## config.mk

```make
export PLATFORM = sky130hd
export DESIGN_NAME = incdec_scheduler
export DESIGN_NICKNAME = d
export VERILOG_FILES = /design/src/rtl/incdec_scheduler_pkg.sv /design/src/rtl/incdec_scheduler_inc_dec.sv /design/src/rtl/incdec_scheduler.sv
export SDC_FILE = /design/constraint.sdc
export NUM_CORES = 1
export LEC_CHECK = 0
export ABC_AREA = 1
export CAP_MARGIN = 20
export CORE_MARGIN = 3
export CORE_UTILIZATION = 45
export DETAILED_ROUTE_END_ITERATION = 8
export HOLD_SLACK_MARGIN = 0.15
export PLACE_DENSITY_LB_ADDON = 0.3
export SLEW_MARGIN = 0
export SYNTH_ARGS = -nofsm -noshare
export SYNTH_HDL_FRONTEND = slang
export SYNTH_SLANG_ARGS = --single-unit
```

## constraint.sdc

```tcl
create_clock -name clk -period 2.33 [get_ports clk]
set_input_delay 0.233 -clock clk [delete_from_list [all_inputs] [get_ports clk]]
set_output_delay 0.233 -clock clk [all_outputs]
set_load 0.01 [all_outputs]
```

## src/rtl/incdec_scheduler_pkg.sv

```systemverilog
// Shared definitions for the increment/decrement scheduler.
//   state_t  : scheduler FSM encoding (IDLE=0, EXEC=1)
//   MODE_INC : request mode code for increment
//   MODE_DEC : request mode code for decrement
package incdec_scheduler_pkg;

  typedef enum logic {
    IDLE = 1'b0,
    EXEC = 1'b1
  } state_t;

  localparam logic MODE_INC = 1'b0;
  localparam logic MODE_DEC = 1'b1;

endpackage

```

## src/rtl/incdec_scheduler_inc_dec.sv

```systemverilog
// Ripple increment/decrement unit (purely combinational).
//   a   : operand
//   dec : 0 = y is a+1, 1 = y is a-1 (both modulo 2^N)
//   y   : result
module inc_dec #(
  parameter int N = 4
) (
  input  logic [N-1:0] a,
  input  logic         dec,
  output logic [N-1:0] y
);

  // c[i] is the carry (increment) or borrow (decrement) into bit i.
  logic [N-1:0] c;

  // NOTE: every variable written in always_comb gets a value before any
  // conditional or loop path, so no latch can be inferred.
  always_comb begin
    c = '0;
    y = '0;
    c[0] = 1'b1;
    for (int i = 0; i < N; i++) begin
      y[i] = a[i] ^ c[i];
      // Carry ripples through ones on increment, borrow through zeros on
      // decrement; a[i] ^ dec is 1 exactly in the propagating case.
      if (i < N - 1) c[i+1] = c[i] & (a[i] ^ dec);
    end
  end

endmodule

```

## src/rtl/incdec_scheduler.sv

```systemverilog
// Two-requester increment/decrement scheduler with one shared datapath.
// Each requester owns one N-bit counter; a round-robin arbiter grants one
// request at a time, the op executes in a single EXEC cycle, and the result
// is written back together with a one-cycle done pulse and overflow flag.
//   clk, rst_n : clock, asynchronous active-low reset
//   clr        : synchronous clear of both counters; aborts an op in EXEC
//   req_valid  : per-requester request
//   req_mode   : per-requester mode (MODE_INC / MODE_DEC)
//   req_ready  : per-requester accept, one-hot or zero
//   cnt0, cnt1 : counters owned by requester 0 / 1
//   done       : one-cycle write-back pulse for the served requester
//   ovf        : valid with done; op wrapped (SAT=0) or was clamped (SAT=1)
module incdec_scheduler
  import incdec_scheduler_pkg::*;
#(
  parameter int N   = 4,
  parameter int SAT = 0
) (
  input  logic         clk,
  input  logic         rst_n,
  input  logic         clr,
  input  logic [1:0]   req_valid,
  input  logic [1:0]   req_mode,
  output logic [1:0]   req_ready,
  output logic [N-1:0] cnt0,
  output logic [N-1:0] cnt1,
  output logic [1:0]   done,
  output logic         ovf
);

  state_t       state_q, state_d;
  logic         rr_q;      // preferred requester when both are valid
  logic         g_q;       // granted requester of the op in flight
  logic         mode_q;    // mode of the op in flight
  logic [N-1:0] opnd_q;    // counter value captured at accept

  logic         g_sel;
  logic         accept;
  logic         wb;
  logic         ovf_c;
  logic [N-1:0] inc_y;
  logic [N-1:0] result;

  // Contention goes to rr_q; a lone requester always wins.
  assign g_sel  = (&req_valid) ? rr_q : req_valid[1];
  // rst_n gates accept so req_ready stays low for the whole reset window.
  assign accept = rst_n & ~clr & (state_q == IDLE) & (|req_valid);
  assign wb     = (state_q == EXEC) & ~clr;

  always_comb begin
    req_ready = '0;
    state_d   = state_q;
    if (accept) req_ready[g_sel] = 1'b1;
    if (clr) begin
      state_d = IDLE;
    end else begin
      case (state_q)
        IDLE:    if (accept) state_d = EXEC;
        EXEC:    state_d = IDLE;
        default: state_d = IDLE;
      endcase
    end
  end

  inc_dec #(.N(N)) u_inc_dec (
    .a   (opnd_q),
    .dec (mode_q),
    .y   (inc_y)
  );

  assign ovf_c  = (mode_q == MODE_DEC) ? (opnd_q == '0) : (&opnd_q);
  // Saturating builds keep the operand when the op would wrap.
  assign result = ((SAT != 0) && ovf_c) ? opnd_q : inc_y;

  // NOTE: sequential state uses non-blocking assignments so every register
  // samples values from before the edge, independent of statement order.
  always_ff @(posedge clk or negedge rst_n) begin
    if (!rst_n) begin
      state_q <= IDLE;
      rr_q    <= 1'b0;
      g_q     <= 1'b0;
      mode_q  <= MODE_INC;
      opnd_q  <= '0;
      cnt0    <= '0;
      cnt1    <= '0;
      done    <= '0;
      ovf     <= 1'b0;
    end else begin
      state_q <= state_d;
      done    <= '0;
      ovf     <= 1'b0;
      if (clr) begin
        cnt0 <= '0;
        cnt1 <= '0;
      end else begin
        if (accept) begin
          g_q    <= g_sel;
          mode_q <= req_mode[g_sel];
          opnd_q <= g_sel ? cnt1 : cnt0;
          rr_q   <= ~g_sel;
        end
        if (wb) begin
          if (g_q) cnt1 <= result;
          else     cnt0 <= result;
          done[g_q] <= 1'b1;
          ovf       <= ovf_c;
        end
      end
    end
  end

endmodule

```

==> impl_metrics.ini <==
[placement]
portBuffers = 19
place_ws_ps = 252
placed_area_um2 = 1170
gp_congestion = 0.821
dp_hpwl_mm = 1.52

[worst_setup_path]
crit_path_max_fanout = 8
cp.arrival_ps = 1850
cp.required_ps = 2100
max_stage_delay_ps = 530
slowest_stage = clkdlybuf4s50_1
setup.worst_path.class = in -> out
path_buf_inv = 3
cp_top_family = buffers and inverters
crit_chain = clkdlybuf4s50_1 -> nor2_4 -> nand2_4 -> nor2_8 -> nand2_4 -> clkinv_4 -> clkdlybuf4s50_1
setup.worst_path.start_class = input port
critPathCaptureType = output port

[routing]
vias = 800
vias_per_cell = 4.97
drc_errors = 0
firstDrtPassIters = 4
wl_per_cell_um = 11.8
drt_wl_total_mm = 1.89
drtIter0Drc = 17
drtAntennaViolNets = 0

[floorplan]
die_h_um = 51.8
die_x_um = 51.8
pin_count = 20
num_rows = 15
core_um2 = 1860
dieArea_um2 = 2690
start_util_pct = 50.9

[job]
max_cap_viol_count = 0

[yosys]
synthArstFlopShare_pct = 100
synth_seq_cells = 19
netlist_area_um2 = 946
ys_top_cells_by_count = 39 x nand2_1, 19 x dfrtp_1, 8 x inv_1, 8 x o21ai_1, 6 x nor2_1
ys.flop_type = dfrtp_1
yosysTopAreaCell = dfrtp_1
yosysMostFrequentCell = nand2_1
synth_cell_types = 18
yosys-top-cells-area = dfrtp_1 50%, nand2_1 15%, o21ai_1 4.2%, nand3_2 3.2%, inv_1 3.2%
synth.top_cell.area_share_pct = 50.3
yosysSeqAreaShare_pct = 50.3
syn_nets = 119
synth_area_per_cell_um2 = 8.45
ys.warnings.count = 0
synth-edff-count = 0
synthCells = 112

[sta]
finalSetupTns_ps = 0
slew_headroom_pct = 79.3
worst_slew_pin_slew_ps = 311
setup_violations = 0
fin_crit_ps = 2090
hold_slack_ps = 378
fmax_mhz = 479
hold_viol = 0
fin_ws_ps = 243
skew_ps = 8.96
period_share_pct = 89.6
finalMaxSlewViolations = 0
rsz0062_at_grt = no

[global_routing]
grt_usage_pct = 17.2
antenna_found_initial = 0
overflow = 0
grt_pass1_wl_mm = 3.42
grt_max_degree = 20
first_global_vias = 832

[cells_and_area]
multi_input_area_um2 = 417
fill_cells = 148
syn2layout_area_growth_pct = 27.0
antenna_cells = 0
design_area_um2 = 1200
ff_latch_area_um2 = 475
layout.nets = 144
drive_gt1_share_pct = 16.2

[cts]
cts_tree = built
cts_buffers = 3
cts_root_buf = clkbuf_4
clockBufferDepth = 2
cts_resized = 0
clk_pin_slew_ps = 110
cts_hold_buf = 0
numClockSinks = 19
post_cts_buffers = 0
htree_levels = 1
clock_latency_ps = 300

[run_status]
status = finished clean

[pwr]
p_per_area_nw_per_um2 = 744
irDropWorstVdd_uv = 406
power.leakage_nw = 0.605

[hold_path]
hold_class = in -> async
==> final timing paths <==
check | startpoint | end | slack (ps) | depth (start not counted)
min in group clk | req_mode[0] | mode_q$_DFFE_PN0P_ | 480 | 3
worst max-delay path | clr | req_ready[0] | 240 | 7
worst max register to register | state_q$_DFF_PN0_ | opnd_q[2]$_DFFE_PN0P_ | 1220 | 7
worst min-delay path | rst_n | ovf$_DFF_PN0_ | 380 | 2
max in group asynchronous | rst_n | cnt1[0]$_DFFE_PN0P_ | 1750 | 2
worst min register to register | cnt0[0]$_DFFE_PN0P_ | cnt0[0]$_DFFE_PN0P_ | 520 | 2
==> stage by stage <==
stage / power (W) / util (%) / std cells
finish: 0.000893 / 64.6 / 161
floorplan: 0.000607 / - / 112
global placement: 0.000728 / 63.2 / 157
CTS: 0.000899 / 64.6 / 161
global route: 0.000962 / 64.6 / 161
detailed placement: 0.000733 / 63.2 / 157
==> flip-flops by register name, indices dropped and copies added, names as in the netlist <==
name / cells
cnt0: 4
cnt1: 4
opnd_q: 4
done: 2
g_q: 1
mode_q: 1
ovf: 1
rr_q: 1
state_q: 1
==> routing by layer <==
metal	share of wire [%]	track usage [%]
met1	45	19.7
met2	46	27.2
met3	5.5	5.44
met4	3.9	11.4
met5	0	0
==> power by group <==
part	internal (W)	switching (W)	total, W
registers	0.000388	0.0000499	0.000438
logic	0.000129	0.000158	0.000287
clock network	0.0000667	0.000102	0.000168
==> layout by cell type, fill, tap and decap left out, drive strengths merged <==
| cell type | n |
|---|---|
| nand4 | 4 |
| inv | 12 |
| nor2 | 10 |
| nand3 | 8 |
| o21bai | 1 |
| clkdlybuf4s50 | 19 |
| xor2 | 1 |
| o21ai | 11 |
| clkbuf | 4 |
| dfrtp | 19 |
| nand2 | 45 |
| buf | 1 |
| clkinv | 1 |
==> kinds of logic after synthesis <==
family	count (synthesis)	synth area share (%)
AOI/OAI and AO/OA	12	6.61
and+or+nand+nor	67	36.5
buffers and inverters	13	5.69
xor gates and xnor gates	1	0.926
DFF	19	50.3
==> cell type report <==
class                      instances  area share [%]
inverter                          13            4.48
clock buffer                       4            2.19
tap                               25            2.60
sequential                        19            39.6
timing repair buffer              20            16.5
multi-input combinational         80            34.7
Note: power is estimated with default switching activity, not from simulation.
